File: src/rtl/angelia_audio_pkg.sv
// rtl/angelia_audio_pkg.sv - shared widths and sample-pair type for the audio path
package angelia_audio_pkg;

    localparam int AUDIO_DATA_W = 16;
    localparam int AUDIO_SLOT_W = 32;

    typedef struct packed {
        logic [AUDIO_DATA_W-1:0] left;
        logic [AUDIO_DATA_W-1:0] right;
    } audio_pair_t;

endpackage

File: src/rtl/angelia_i2s_audio_tx_shifter.sv
// rtl/angelia_i2s_audio_tx_shifter.sv - i2s_slot_shifter: slot shift register driving CDIN
module i2s_slot_shifter
    import angelia_audio_pkg::*;
#(
    parameter int DATA_W = AUDIO_DATA_W,
    parameter int SLOT_W = AUDIO_SLOT_W
) (
    input  logic              clk,
    input  logic              rst,
    input  logic              load,
    input  logic [DATA_W-1:0] load_word,
    input  logic              bfall,
    input  logic              lj_mode,
    output logic              cdin
);

    logic [SLOT_W-1:0] sr;
    logic [SLOT_W-1:0] load_sr;

    assign load_sr = SLOT_W'(load_word) << (SLOT_W - DATA_W);

    // A load always beats a coincident Bfall; in LJ mode the MSB goes out with the load.
    always_ff @(posedge clk or posedge rst) begin
        if (rst) begin
            sr   <= '0;
            cdin <= 1'b0;
        end else if (load) begin
            if (lj_mode) begin
                cdin <= load_sr[SLOT_W-1];
                sr   <= load_sr << 1;
            end else begin
                sr <= load_sr;
            end
        end else if (bfall) begin
            cdin <= sr[SLOT_W-1];
            sr   <= sr << 1;
        end
    end

endmodule

File: src/rtl/angelia_i2s_audio_tx.sv
// rtl/angelia_i2s_audio_tx.sv - I2S stereo serialiser with one-pair holding buffer (AUDIO_TX_LJ_EN selects left-justified)
module angelia_i2s_audio_tx
    import angelia_audio_pkg::*;
#(
    parameter int DATA_W = AUDIO_DATA_W,
    parameter int SLOT_W = AUDIO_SLOT_W
) (
    input  logic              CLK_IN,
    input  logic              reset,
    input  logic              Bfall,
    input  logic              LRfall,
    input  logic              LRrise,
    input  logic [DATA_W-1:0] in_left,
    input  logic [DATA_W-1:0] in_right,
    input  logic              in_valid,
    output logic              in_ready,
    output logic              CDIN,
    output logic              underrun
);

`ifdef AUDIO_TX_LJ_EN
    localparam logic LJ_MODE = 1'b1;
`else
    localparam logic LJ_MODE = 1'b0;
`endif

    logic [DATA_W-1:0] hold_l;
    logic [DATA_W-1:0] hold_r;
    logic              hold_full;
    logic [DATA_W-1:0] cur_r;
    logic              accept;
    logic [DATA_W-1:0] left_src;
    logic [DATA_W-1:0] load_word;

    assign in_ready = !hold_full && !reset;
    assign accept   = in_valid && in_ready;
    assign left_src = hold_full ? hold_l : '0;

    // The left sample is consumed straight into the shifter at LRfall, so only
    // the right sample needs to be held for the rest of the frame.
    assign load_word = LRfall ? left_src : cur_r;

    always_ff @(posedge CLK_IN or posedge reset) begin
        if (reset) begin
            hold_l    <= '0;
            hold_r    <= '0;
            hold_full <= 1'b0;
            cur_r     <= '0;
            underrun  <= 1'b0;
        end else begin
            underrun <= LRfall && !hold_full;
            if (accept) begin
                hold_l    <= in_left;
                hold_r    <= in_right;
                hold_full <= 1'b1;
            end else if (LRfall) begin
                hold_full <= 1'b0;
            end
            if (LRfall) begin
                cur_r <= hold_full ? hold_r : '0;
            end
        end
    end

    i2s_slot_shifter #(
        .DATA_W(DATA_W),
        .SLOT_W(SLOT_W)
    ) u_shifter (
        .clk      (CLK_IN),
        .rst      (reset),
        .load     (LRfall || LRrise),
        .load_word(load_word),
        .bfall    (Bfall),
        .lj_mode  (LJ_MODE),
        .cdin     (CDIN)
    );

endmodule

File: config.mk
export PLATFORM = sky130hd
export DESIGN_NAME = angelia_i2s_audio_tx
export DESIGN_NICKNAME = d
export VERILOG_FILES = /design/src/rtl/angelia_audio_pkg.sv /design/src/rtl/angelia_i2s_audio_tx_shifter.sv /design/src/rtl/angelia_i2s_audio_tx.sv
export SDC_FILE = /design/constraint.sdc
export NUM_CORES = 1
export LEC_CHECK = 0
export CAP_MARGIN = 20
export CORE_MARGIN = 1
export CORE_UTILIZATION = 50
export CTS_CLUSTER_SIZE = 20
export DETAILED_ROUTE_END_ITERATION = 8
export GPL_TIMING_DRIVEN = 0
export HOLD_SLACK_MARGIN = 0.08
export PLACE_DENSITY = 0.86
export SYNTH_ARGS = -nofsm -noshare
export SYNTH_HDL_FRONTEND = slang
export SYNTH_SLANG_ARGS = --single-unit
File: constraint.sdc
create_clock -name CLK_IN -period 5 [get_ports CLK_IN]
set_clock_uncertainty 0.2 [all_clocks]
set_input_delay 1 -clock CLK_IN [delete_from_list [all_inputs] [get_ports CLK_IN]]
set_output_delay 1 -clock CLK_IN [all_outputs]
set_load 0.01 [all_outputs]
### After elaboration in Yosys (flattened, before gate mapping)

Index checks and enable logic that the tools add are counted.

* flip-flop bits (word level): 83
* input port bits: 38
* output and inout bits: 3
* word-level logic and storage cells: 24

* multiplexer cells: 7
* bitwise gates (word level): 1
* reductions and logical operators: 9

Operator list (number)
* 32-bit two-way mux: 2
* 16-bit two-way mux: 3
* 2-bit nonzero test: 2
* 1-bit logical AND: 3
* 1-bit logical NOT: 2
* 1-bit two-way mux: 2
* 2-bit AND reduction: 1
* 1-bit logical OR: 1
* 1-bit NOT: 1

### Logic depth before layout (Yosys ltp)

* word-level depth: 4
* mapped depth: 6
* gate-level depth less buffers: 3

### Hierarchy

A second synthesis with hierarchy kept.

* cell total of the unflattened synthesis: 222
* area, all modules: 3083.0 sq um

Modules (own cells, without submodules)
* angelia_i2s_audio_tx: instances 1, cells each 147, area an instance 2073.2 sq um, sequential area each 1251.2 sq um
* i2s_slot_shifter: instances 1, cells each 75, area an instance 1009.7 sq um, sequential area each 425.4 sq um

### Least setup slack after synthesis

No wires, ideal clock.

* kind: input to output
* start: input port reset
* end: output port in_ready
* arrival time: 1176 ps
* required time: 3800 ps
* setup slack: 2624 ps
* cell stages on the path: 1
* path buffers: 0
* cells stage by stage: nor2_1

* longest elaborated chain between the ends: 2

RTL lines
* from (decl): line angelia_i2s_audio_tx.sv:9 `input logic reset,`
* 1-bit logical NOT (no source line)
* 1-bit logical AND: line angelia_i2s_audio_tx.sv:35 `assign in_ready = !hold_full && !reset;`
* to (decl): line angelia_i2s_audio_tx.sv:16 `output logic in_ready,`

Every way passes these cells.

### Worst setup path in the final report

Same ends and word-level chain as after synthesis.

==> impl_metrics.tcl <==
set metrics [dict create \
    grt_first_pass_wirelength_microns 11000 \
    io_buffers 38 \
    outcome "complete, no violations" \
    peakVddDrop_mv 0.249 \
    drc 0 \
    ys_top_cells_by_area "dfrtp_1 57%, mux2_4 15%, a32oi_1 4.2%" \
    cp-end-kind "primary output" \
    finalSetupViolCount 0 \
    synth-seq-area-share_pct 56.8 \
    fin_ws_ns 1.70 \
    startpoint_type "input port" \
    post-cts-setup-buffers 0 \
    pre_cts_slack_ns 1.71 \
    cts_hold_buf 0 \
    root_buffer "clkbuf_8" \
    min_period_ns 3.30 \
    power.density_nw_per_um2 381 \
    setup_tns_ns 0 \
    clk_pin_slew_ns 0.07 \
    hpwl_microns 4540 \
    synth_fp_nets 275 \
    cts_tree "done" \
    p_leak_nw 1.64 \
    r2r-end "hold_l[11]$_DFFE_PP0P_" \
    syn_inst 237 \
    coreArea_sq_um 5610 \
    cap_violations 0 \
    crit_start "reset" \
    clockBufferDepth 2 \
    antennaDiodeCount 0 \
    ys_ff_latch 67 \
    crit_end "in_ready" \
    r2r-start "hold_full$_DFFE_PP0P_" \
    grt_max_degree 43 \
    synth_most_common_cell "dfrtp_1" \
    slew_violations 0 \
    start_util_pct 52.7 \
    yosysTopAreaCellShare_pct 56.8 \
    die_y_microns 78.9 \
    totalWireLength_microns 6570 \
    design_area_sq_um 3650 \
    drt_iter0_drc 217 \
    syn_avg_cell_area_sq_um 12.5 \
    critPathArrivalTime_ns 2.10 \
    timing.final.crit_share_pct 66.0 \
    crit_required_ns 3.80 \
    relSlewSlack_pct 63.3 \
    htreeDepth 3 \
    synth_common_cells "67 x dfrtp_1, 29 x mux2_4, 16 x inv_1, 16 x nand3_1, 16 x o21ai_0" \
    yosysWarningCount 0 \
    cts_made_buffers 9 \
    worst_slew_pin_slew_ns 0.549 \
    placed_cell_area_sq_um 3440 \
    areaGrowthSynthToFinish_pct 23.5 \
    rows 27 \
    first_pass_iters 4 \
    hold_path_class "reg -> reg" \
    cts_resized 0 \
    rsz0062_at_grt "no" \
    fillCellCount 416 \
    num-nets-final 325 \
    grt_use_total_pct 23.9 \
    gr-total-overflow 0 \
    clock.fmax_ghz 0.303 \
    synth_edf_count 0 \
    dr_total_vias 2074 \
    gp_congestion 0.802 \
    die_area_sq_um 6220 \
    syn_area_sq_um 2950 \
    cts_sinks 67 \
    insertion_delay_ns 0.35 \
    yosysTopAreaCell "dfrtp_1" \
    drive_gt1_share_pct 21.6 \
    r2r_cells 5 \
    antenna_found_initial 0 \
    ff2ff_setup_slack_ns 3.33 \
    path_class "in -> out" \
    die_w_microns 78.9 \
    grt_pass1_vias 2151 \
    hold_viol_final 0 \
    synthArstFlopShare_pct 100 \
    io_pins 41 \
    viasPerCell 5.70 \
    synth_cell_types 25 \
    critPathMaxFanout 2 \
    wl_per_cell_microns 18.0 \
    ant_nets 0 \
    ys.flop_type "dfrtp_1" \
]
cell type report:
| class | instances | area, sq um | share of cell area (%) |
|---|---|---|---|
| flip-flops and latches | 67 | 1680 | 46.0 |
| multi-input cells | 134 | 1100 | 30.1 |
| repair buffers | 39 | 400 | 11.0 |
| clock buffers | 10 | 138 | 3.77 |
| plain buffers | 19 | 115 | 3.16 |
| well taps | 72 | 90.1 | 2.47 |
| clock inverters | 6 | 65.1 | 1.78 |
| inverters | 17 | 63.8 | 1.75 |
critical path, stage by stage:
cell and delay (ns):
clkdlybuf4s50_1 0.43, nor2_1 0.12, clkdlybuf4s50_1 0.55
stage by stage:
step	instances	hold WS, ns	power (mW)	utilization [%]
2_1_floorplan	237	0.250	0.850	-
3_3_place_gp	347	0.280	0.920	61.0
3_5_place_dp	348	0.288	0.941	61.4
4_1_cts	364	0.313	1.39	65.0
5_1_grt	364	0.328	1.44	65.0
6_report	364	0.306	1.39	65.0
registers in the layout (all words and copies together), names as in the netlist:
signal and flops:
cur_r 16, hold_full 1, hold_l 16, hold_r 16, u_shifter.cdin 1, u_shifter.sr 16
underrun 1
metal layers:
metal | track usage [%] | share of wire (%) | vias to the layer above
met4 | 8.91 | 1.6 | 0
met1 | 29.8 | 42 | 1074
li1 | - | - | 931
met3 | 4.25 | 3.8 | 11
met5 | 0 | 0 | -
met2 | 41.4 | 52 | 58
power by group:
group	total (mW)	internal, mW	switching, mW
Clock	0.453	0.242	0.211
Combinational	0.239	0.144	0.0951
Sequential	0.697	0.635	0.0620
cells in the final DEF, fill, tap and decap left out, types with 7 or more instances in the layout:
cell / n
a32oi_1: 14
clkbuf_1: 7
clkbuf_8: 10
clkdlybuf4s50_1: 38
dfrtp_1: 67
inv_1: 15
mux2_4: 29
nand2_1: 15
nand2b_1: 13
nand3_1: 16
o211ai_1: 13
o21ai_0: 16
cells by family (layout without fill, tap and decap cells):
kind of cell,count (synthesis),after routing,share of synthesized area (%)
AOI/OAI and AO/OA,48,48,11.4
buffers and inverters,36,91,6.06
DFF,67,67,56.8
muxes,36,36,17.3
and+or+nand+nor,50,50,8.43
worst min path at each step:
stage,start,to,slack [ns],depth (start not counted)
6_report,hold_l[14]$_DFFE_PP0P_,u_shifter.sr[30]$_DFFE_PP0P_,0.31,2
5_1_grt,hold_r[10]$_DFFE_PP0P_,hold_r[10]$_DFFE_PP0P_,0.33,1
4_1_cts,hold_l[5]$_DFFE_PP0P_,u_shifter.sr[21]$_DFFE_PP0P_,0.31,2
3_5_place_dp,hold_l[14]$_DFFE_PP0P_,u_shifter.sr[30]$_DFFE_PP0P_,0.29,2
3_3_place_gp,hold_l[10]$_DFFE_PP0P_,u_shifter.sr[26]$_DFFE_PP0P_,0.28,2
2_1_floorplan,hold_l[14]$_DFFE_PP0P_,u_shifter.sr[30]$_DFFE_PP0P_,0.25,2
(Power assumes the default switching activity.)
